<file path="config.mk">
export PLATFORM = sky130hd
export DESIGN_NAME = vect_wb_queue
export DESIGN_NICKNAME = d
export VERILOG_FILES = /design/src/rtl/vect_wb_queue.sv
export SDC_FILE = /design/constraint.sdc
export NUM_CORES = 1
export LEC_CHECK = 0
export ABC_AREA = 1
export BUFFER_PORTS_ARGS = -buffer_cell sky130_fd_sc_hd__buf_4
export CAP_MARGIN = 5
export CORE_MARGIN = 5
export CORE_UTILIZATION = 35
export CTS_CLUSTER_DIAMETER = 120
export DETAILED_ROUTE_END_ITERATION = 12
export HOLD_SLACK_MARGIN = 0.03
export REMOVE_ABC_BUFFERS = 1
export SLEW_MARGIN = 20
export SYNTH_ARGS = -nofsm -noshare
export SYNTH_HDL_FRONTEND = slang
export SYNTH_SLANG_ARGS = --single-unit
</file>
<file path="constraint.sdc">
create_clock -name clk -period 4 [get_ports clk]
set_input_delay 0 -clock clk [delete_from_list [all_inputs] [get_ports clk]]
set_output_delay 0 -clock clk [all_outputs]
set_load 0.1 [all_outputs]
</file>
<file path="src/rtl/vect_wb_queue.sv">
// vect_wb_queue: in-order write-back FIFO feeding the vector register bank write port.
// Define VWB_BYPASS_EN for the zero-latency path from lane to bank when the queue is empty.
module vect_wb_queue #(
    parameter int DEPTH  = 4,
    parameter int DATA_W = 64,
    parameter int ADDR_W = 3
) (
    input  logic                         clk,
    input  logic                         rst,
    input  logic                         in_valid,
    output logic                         in_ready,
    input  logic [ADDR_W-1:0]            in_dir,
    input  logic [DATA_W-1:0]            in_data,
    input  logic                         bank_stall,
    output logic [ADDR_W-1:0]            dir_esc,
    output logic [DATA_W-1:0]            data_esc,
    output logic                         signal_esc,
    output logic [(1<<ADDR_W)-1:0]       busy_mask,
    output logic [$clog2(DEPTH+1)-1:0]   count
);
    localparam int PW = $clog2(DEPTH);
    localparam int CW = $clog2(DEPTH+1);
    localparam logic [CW-1:0] FULL = CW'(DEPTH);
    logic [ADDR_W-1:0] dir_q [DEPTH];
    logic [ADDR_W-1:0] dir_d [DEPTH];
    logic [DATA_W-1:0] data_q [DEPTH];
    logic [DATA_W-1:0] data_d [DEPTH];
    logic [PW-1:0] wr_ptr_q, wr_ptr_d, rd_ptr_q, rd_ptr_d, off;
    logic [CW-1:0] count_q, count_d;
    logic empty, pop, push, bypass;
    always_comb begin
        empty = count_q == '0;
`ifdef VWB_BYPASS_EN
        bypass = empty && in_valid && !bank_stall && !rst;
`else
        bypass = 1'b0;
`endif
        in_ready = count_q != FULL;
        pop = !empty && !bank_stall && !rst;
        push = in_valid && in_ready && !bypass;
        signal_esc = pop || bypass;
        dir_esc = bypass ? in_dir : empty ? '0 : dir_q[rd_ptr_q];
        data_esc = bypass ? in_data : empty ? '0 : data_q[rd_ptr_q];
        wr_ptr_d = push ? wr_ptr_q + PW'(1) : wr_ptr_q;
        rd_ptr_d = pop ? rd_ptr_q + PW'(1) : rd_ptr_q;
        count_d = count_q + CW'(push) - CW'(pop);
        dir_d = dir_q;
        data_d = data_q;
        if (push) begin
            dir_d[wr_ptr_q] = in_dir;
            data_d[wr_ptr_q] = in_data;
        end
    end
    // An entry is live when its distance from the head is below the occupancy.
    always_comb begin
        busy_mask = '0;
        off = '0;
        for (int i = 0; i < DEPTH; i++) begin
            off = PW'(i) - rd_ptr_q;
            if (CW'(off) < count_q) busy_mask[dir_q[i]] = 1'b1;
        end
    end
    assign count = count_q;
    always_ff @(posedge clk) begin
        if (rst) begin
            wr_ptr_q <= '0;
            rd_ptr_q <= '0;
            count_q <= '0;
        end else begin
            wr_ptr_q <= wr_ptr_d;
            rd_ptr_q <= rd_ptr_d;
            count_q <= count_d;
        end
        dir_q <= dir_d;
        data_q <= data_d;
    end
endmodule
</file>
==> results of run 1 <==
-- worst max-delay path by stage --
stage	startpoint	endpoint	slack [ps]	cells past startpoint
after detailed placement	count[1]	data_q[42]	1530	5
final	rd_ptr_q[0]	busy_mask[1]	1110	10
after floorplan	rd_ptr_q[0]	busy_mask[1]	-2020	9
after CTS	rd_ptr_q[0]	busy_mask[1]	1050	10
after global placement	count[1]	data_q[34]	1630	5
after global routing	rd_ptr_q[0]	busy_mask[7]	890	10
-- metal layers --
layer	up-vias	track usage, %	share of wire [%]
met5	-	0	0
met4	0	3.78	2.2
met3	47	2.42	5.3
met2	210	25.5	48
met1	3911	20.7	44
li1	3884	-	-
-- tightest hold or removal path, cell delays in order --
cell     delay [ps]
buf_4            80
nand2_1         290
o21ai_0         260
nor2_1           40
-- cells in the final DEF (no fill, tap or decap), drive strengths merged --
cell type / Yosys / routed
nand2: 289 / 289
edfxtp: 268 / 268
buf: 49 / 164
nand3: 158 / 158
dlygate4sd3: 0 / 69
a31oi: 64 / 64
nor2: 46 / 46
inv: 38 / 38
clkbuf: 9 / 35
nand4: 13 / 13
clkinv: 0 / 13
ha: 10 / 10
dfxtp: 7 / 7
o22ai: 6 / 6
o21ai: 4 / 4
nor3: 3 / 3
a21oi: 3 / 3
diode: 0 / 2
clkinvlp: 0 / 2
bufinv: 0 / 2
xnor2: 1 / 1
fa: 1 / 1
-- per-stage QoR --
stage / cells / TNS, ps / hold WS (ps) / setup WS [ps]
finish: 1640 / 0 / 171 / 1110
global route: 1639 / 0 / 189 / 890
CTS: 1638 / 0 / 143 / 1050
detailed placement: 1517 / 0 / 198 / 1530
global placement: 1517 / 0 / 202 / 1630
floorplan: 911 / -575400 / 71.2 / -2020
-- what timing repair did --
item	in CTS	in global routing
endpoints found under the setup margin	0	0
endpoints found under the hold margin	275	0
hold buffers	69	0
-- flip-flops by register name, indices dropped and copies added, names as in the netlist --
signal	cells
data_q	256
count	3
dir_q	12
rd_ptr_q	2
wr_ptr_q	2
-- area by class of cell --
| class | count | area share [%] |
|---|---|---|
| Sequential cell | 275 | 55.6 |
| Multi-Input combinational cell | 598 | 20.3 |
| Timing Repair Buffer | 233 | 13.4 |
| Clock buffer | 35 | 5.07 |
| Tap cell | 442 | 3.75 |
| Inverter | 38 | 1.01 |
| Clock inverter | 17 | 0.899 |
| Antenna cell | 2 | 0.0339 |
-- cells by family after synthesis --
group / synth area share [%]
XOR/XNOR: 0.0754
adder cells (fa/ha/maj): 1.25
flip-flops: 70.4
buffers and inverters: 4.05
AO/OA/AOI/OAI: 5.68
AND/OR/NAND/NOR: 18.5
==> flow_summary.json, run 1 <==
{
  "outcome": "completed",
  "r2r_setup_slack_ps": 1580,
  "fmax_mhz": 346,
  "fin_area_um2": 14700,
  "cts.sinks": 275,
  "seq_area_um2": 8200,
  "numCtsBuffers": 29,
  "place_area_um2": 13200,
  "fp.coreArea_um2": 32700,
  "fillCellCount": 3053,
  "cts_tree": "built",
  "crit_chain": "nand2_1, nand2_1, inv_2, ha_1, inv_1, nor2_1, nand2_1, nand4_1, nand4_1, buf_4",
  "ys_seq_area_share_pct": 70.4,
  "crit_arrival_ps": 2890,
  "synthDistinctLibCells": 24,
  "r2r-end": "data_q[44]",
  "synth.top_cells.by_area": "edfxtp_1 (69%), nand2_1 (9.3%), nand3_1 (6.8%)",
  "yosysWarnings": 0,
  "async_reset_ff_share_pct": 0,
  "drive_above_1_share_pct": 20.3,
  "hold_class": "in -> reg",
  "finClkSkew_ps": 15.5,
  "wire_per_inst_um": 17.5,
  "rsz0062_at_grt": "false",
  "root_buffer": "clkbuf_16",
  "yosysTopAreaCell": "edfxtp_1",
  "setup-violations-final": 0,
  "cts_buffer_depth": 3,
  "worstSetupEndpointType": "output pin",
  "vias": 8052,
  "ant_nets": 0,
  "die_y_um": 192,
  "die_width_um": 192,
  "portBuffers": 150,
  "maxCapViolCount": 0,
  "grt_pass1_vias": 7912,
  "post-route-util_pct": 45.1,
  "htree_levels": 1,
  "critPathMaxFanout": 46,
  "wl_mm": 28.7,
  "synth_most_common_cell": "nand2_1",
  "hold_start": "in_valid",
  "placementRows": 66,
  "synth_common_cells": "nand2_1 (289), edfxtp_1 (268), nand3_1 (157)",
  "avgSynthCellArea_um2": 12.0,
  "gp_congestion": 0.880,
  "grt_max_degree": 132,
  "path_common_cell": "nand2_1",
  "grt_pass1_wl_mm": 44.6,
  "cts.clk_slew.worst_paths_ps": 60,
  "period_share_pct": 72.3,
  "synth_top_area_share_pct": 69.2,
  "crit_type": "reg -> out",
  "crit_family": "simple AND/OR/NAND/NOR gates",
  "multi_input_comb_area_um2": 2990,
  "cts_resized": 0,
  "overflow": 0,
  "hold_viol": 0,
  "r2r_cells": 5,
  "clock_latency_ps": 540,
  "post_cts_buffers": 0,
  "firstDrtPassIters": 5,
  "synth_cells": 969,
  "hold_path_end": "wr_ptr_q[1]",
  "synth_seq_cells": 275,
  "cp.required_ps": 4000,
  "cp_slowest_stage_delay_ps": 760,
  "ys_dominant_reg_cell": "edfxtp_1",
  "final_nets": 1257,
  "synth_edf_count": 268,
  "whs_path_depth": 4,
  "max_slew_margin_pct": 39.4,
  "area_growth_pct": 26.9,
  "worstSetupStartpointType": "flip-flop",
  "drc": 0,
  "hpwlAfterDp_mm": 16.5,
  "crit_buf_inv": 3,
  "grt_use_total_pct": 15.2,
  "io_pins": 151,
  "worst_slew_pin_slew_ps": 909,
  "antenna_found_initial": 2,
  "vias_per_cell": 4.91,
  "slew_violations": 0,
  "netlist_area_um2": 11600,
  "crit_path_top_delay_cell": "dfxtp_4",
  "layout_min_cycle_time_ps": 2890,
  "fp.dieArea_um2": 37000,
  "initialDrtViolationCount": 452,
  "worstReg2RegStart": "count[1]",
  "initial_core_util_pct": 35.5
}
Power of run 1 is left out: the tool's default activity adds up to more than one toggle a clock period on the data nets, which glitch-free logic cannot reach.
==> run 2, diff against run 1 <==
==> constraint.sdc (replaced) <==
create_clock -name clk -period 2.5 [get_ports clk]
set_input_delay 0 -clock clk [delete_from_list [all_inputs] [get_ports clk]]
set_output_delay 0 -clock clk [all_outputs]
set_load 0.1 [all_outputs]
==> run 2 against run 1 <==
  * Worst setup slack worse by 1000 ps
  * Highest routed layer unchanged
  * Largest cell class unchanged
  * First-iteration DRC count fell by 13%
  * Non-clock buffer count grew 3
  * Critical path depth did not move
==> flow_summary.json, run 2 (synthesized netlist as in run 1, its figures left out) <==
{
  "hpwlAfterDp_mm": 15.3,
  "firstDrtPassIters": 5,
  "vias": 7981,
  "vias_per_cell": 4.85,
  "grt_pass1_vias": 7847,
  "hold_viol": 0,
  "r2r_cells": 10,
  "io_pins": 151,
  "r2r_setup_slack_ps": 370,
  "gp_congestion": 0.917,
  "crit_arrival_ps": 2400,
  "crit_end": "busy_mask[5]",
  "cts.sinks": 275,
  "grt_pass1_wl_mm": 42.9,
  "die_y_um": 192,
  "wl_mm": 27.9,
  "largest_register": "data_q",
  "fp.coreArea_um2": 32700,
  "overflow": 0,
  "grt_use_total_pct": 14.7,
  "drive_above_1_share_pct": 20.6,
  "clock_latency_ps": 540,
  "period_share_pct": 95.8,
  "drc": 0,
  "cp-startpoint": "rd_ptr_q[0]",
  "worstReg2RegStart": "count[1]",
  "hold_start": "in_data[0]",
  "antenna_found_initial": 1,
  "portBuffers": 150,
  "critPathMaxFanout": 8,
  "cts_buffer_depth": 3,
  "finClkSkew_ps": 9.52,
  "placementRows": 66,
  "setup-violations-final": 0,
  "die_width_um": 192,
  "worst_slew_pin_slew_ps": 710,
  "outcome": "completed",
  "cts.clk_slew.worst_paths_ps": 60,
  "placed_cells": 1518,
  "final_cell_mix": "nand2_1 (288), edfxtp_1 (268), nand3_1 (157)",
  "cp.required_ps": 2500,
  "wire_per_inst_um": 17.0,
  "hold_class": "in -> reg",
  "maxCapViolCount": 0,
  "slew_violations": 0,
  "seq_area_um2": 8200,
  "htree_levels": 1,
  "initialDrtViolationCount": 395,
  "numCtsBuffers": 29,
  "largest_reg_flops": 256,
  "final_nets": 1260,
  "initial_core_util_pct": 35.5,
  "fp.dieArea_um2": 37000,
  "layout_commonest_cell": "nand2_1",
  "post_cts_buffers": 0,
  "fmax_mhz": 417,
  "cts_tree": "built",
  "ant_nets": 0,
  "worstSetupEndpointType": "output pin",
  "grt_max_degree": 132,
  "multi_input_comb_area_um2": 3000,
  "crit_type": "reg -> out",
  "worstSetupStartpointType": "flip-flop",
  "r2r-end": "count[2]",
  "area_growth_pct": 28.0,
  "fillCellCount": 2995,
  "max_slew_margin_pct": 52.7,
  "stdcell_count": 1645,
  "layout_min_cycle_time_ps": 2400,
  "root_buffer": "clkbuf_16"
}
run 2: cell types whose count changed in the layout (fill, tap and decap cells not counted), sizes merged:
cell         previous run  this run
clkbuf                 35        41
buf                   164       165
bufinv                  2         1
clkinv                 13        12
clkinvlp                2         1
dlygate4sd3            69        70
run 2: final cells by class:
| class | count | share of cell area (%) |
|---|---|---|
| Antenna cell | 2 | 0.0336 |
| Clock buffer | 40 | 5.15 |
| Clock inverter | 14 | 0.647 |
| Inverter | 38 | 1.00 |
| Multi-Input combinational cell | 598 | 20.1 |
| Sequential cell | 275 | 55.1 |
| Tap cell | 442 | 3.72 |
| Timing Repair Buffer | 236 | 14.2 |
run 2: worst min path at each step:
stage / endpoint / slack (ps) / cells after the start
floorplan: count[0] / 70 / 1
global placement: data_q[42] / 200 / 1
detailed placement: count[1] / 200 / 2
CTS: data_q[64] / 170 / 2
global route: data_q[250] / 190 / 2
finish: data_q[64] / 200 / 2
run 2: worst max-delay path, cell delays in order (launching register included):
cell     delay, ps
dfxtp_4        380
inv_4           70
nand2_1        160
nand2_1        120
ha_1           290
inv_1           60
nor2_1          30
nand2_1        210
nand3_1        170
nand4_1        150
buf_6          240
run 2: what timing repair did:
action	CTS	global route
endpoints found under the hold margin	275	0
hold buffers	70	0
resized for setup	3	12
setup endpoints to repair	20	29
gates cloned	0	1
run 2: routing by layer:
layer,vias to the layer above,global-route usage (%),part of all wire [%]
met1,3847,18.8,43
met5,-,0,0
met2,215,25.5,48
met4,0,3.54,2.0
li1,3878,-,-
met3,41,3.16,6.3
run 2: per-stage QoR:
step	setup TNS (ps)	worst slack (ps)	area (um2)	hold WS, ps	utilization (%)
final	0	105	14900	200	45.5
after global placement	0	377	13200	201	40.5
after floorplan	-1098330	-3520	11300	71.2	-
after global routing	-10.4	-10.4	14900	189	45.5
after CTS	0	16.6	14800	172	45.3
after detailed placement	0	374	13200	200	40.5
Power of run 2 is left out for the same reason.
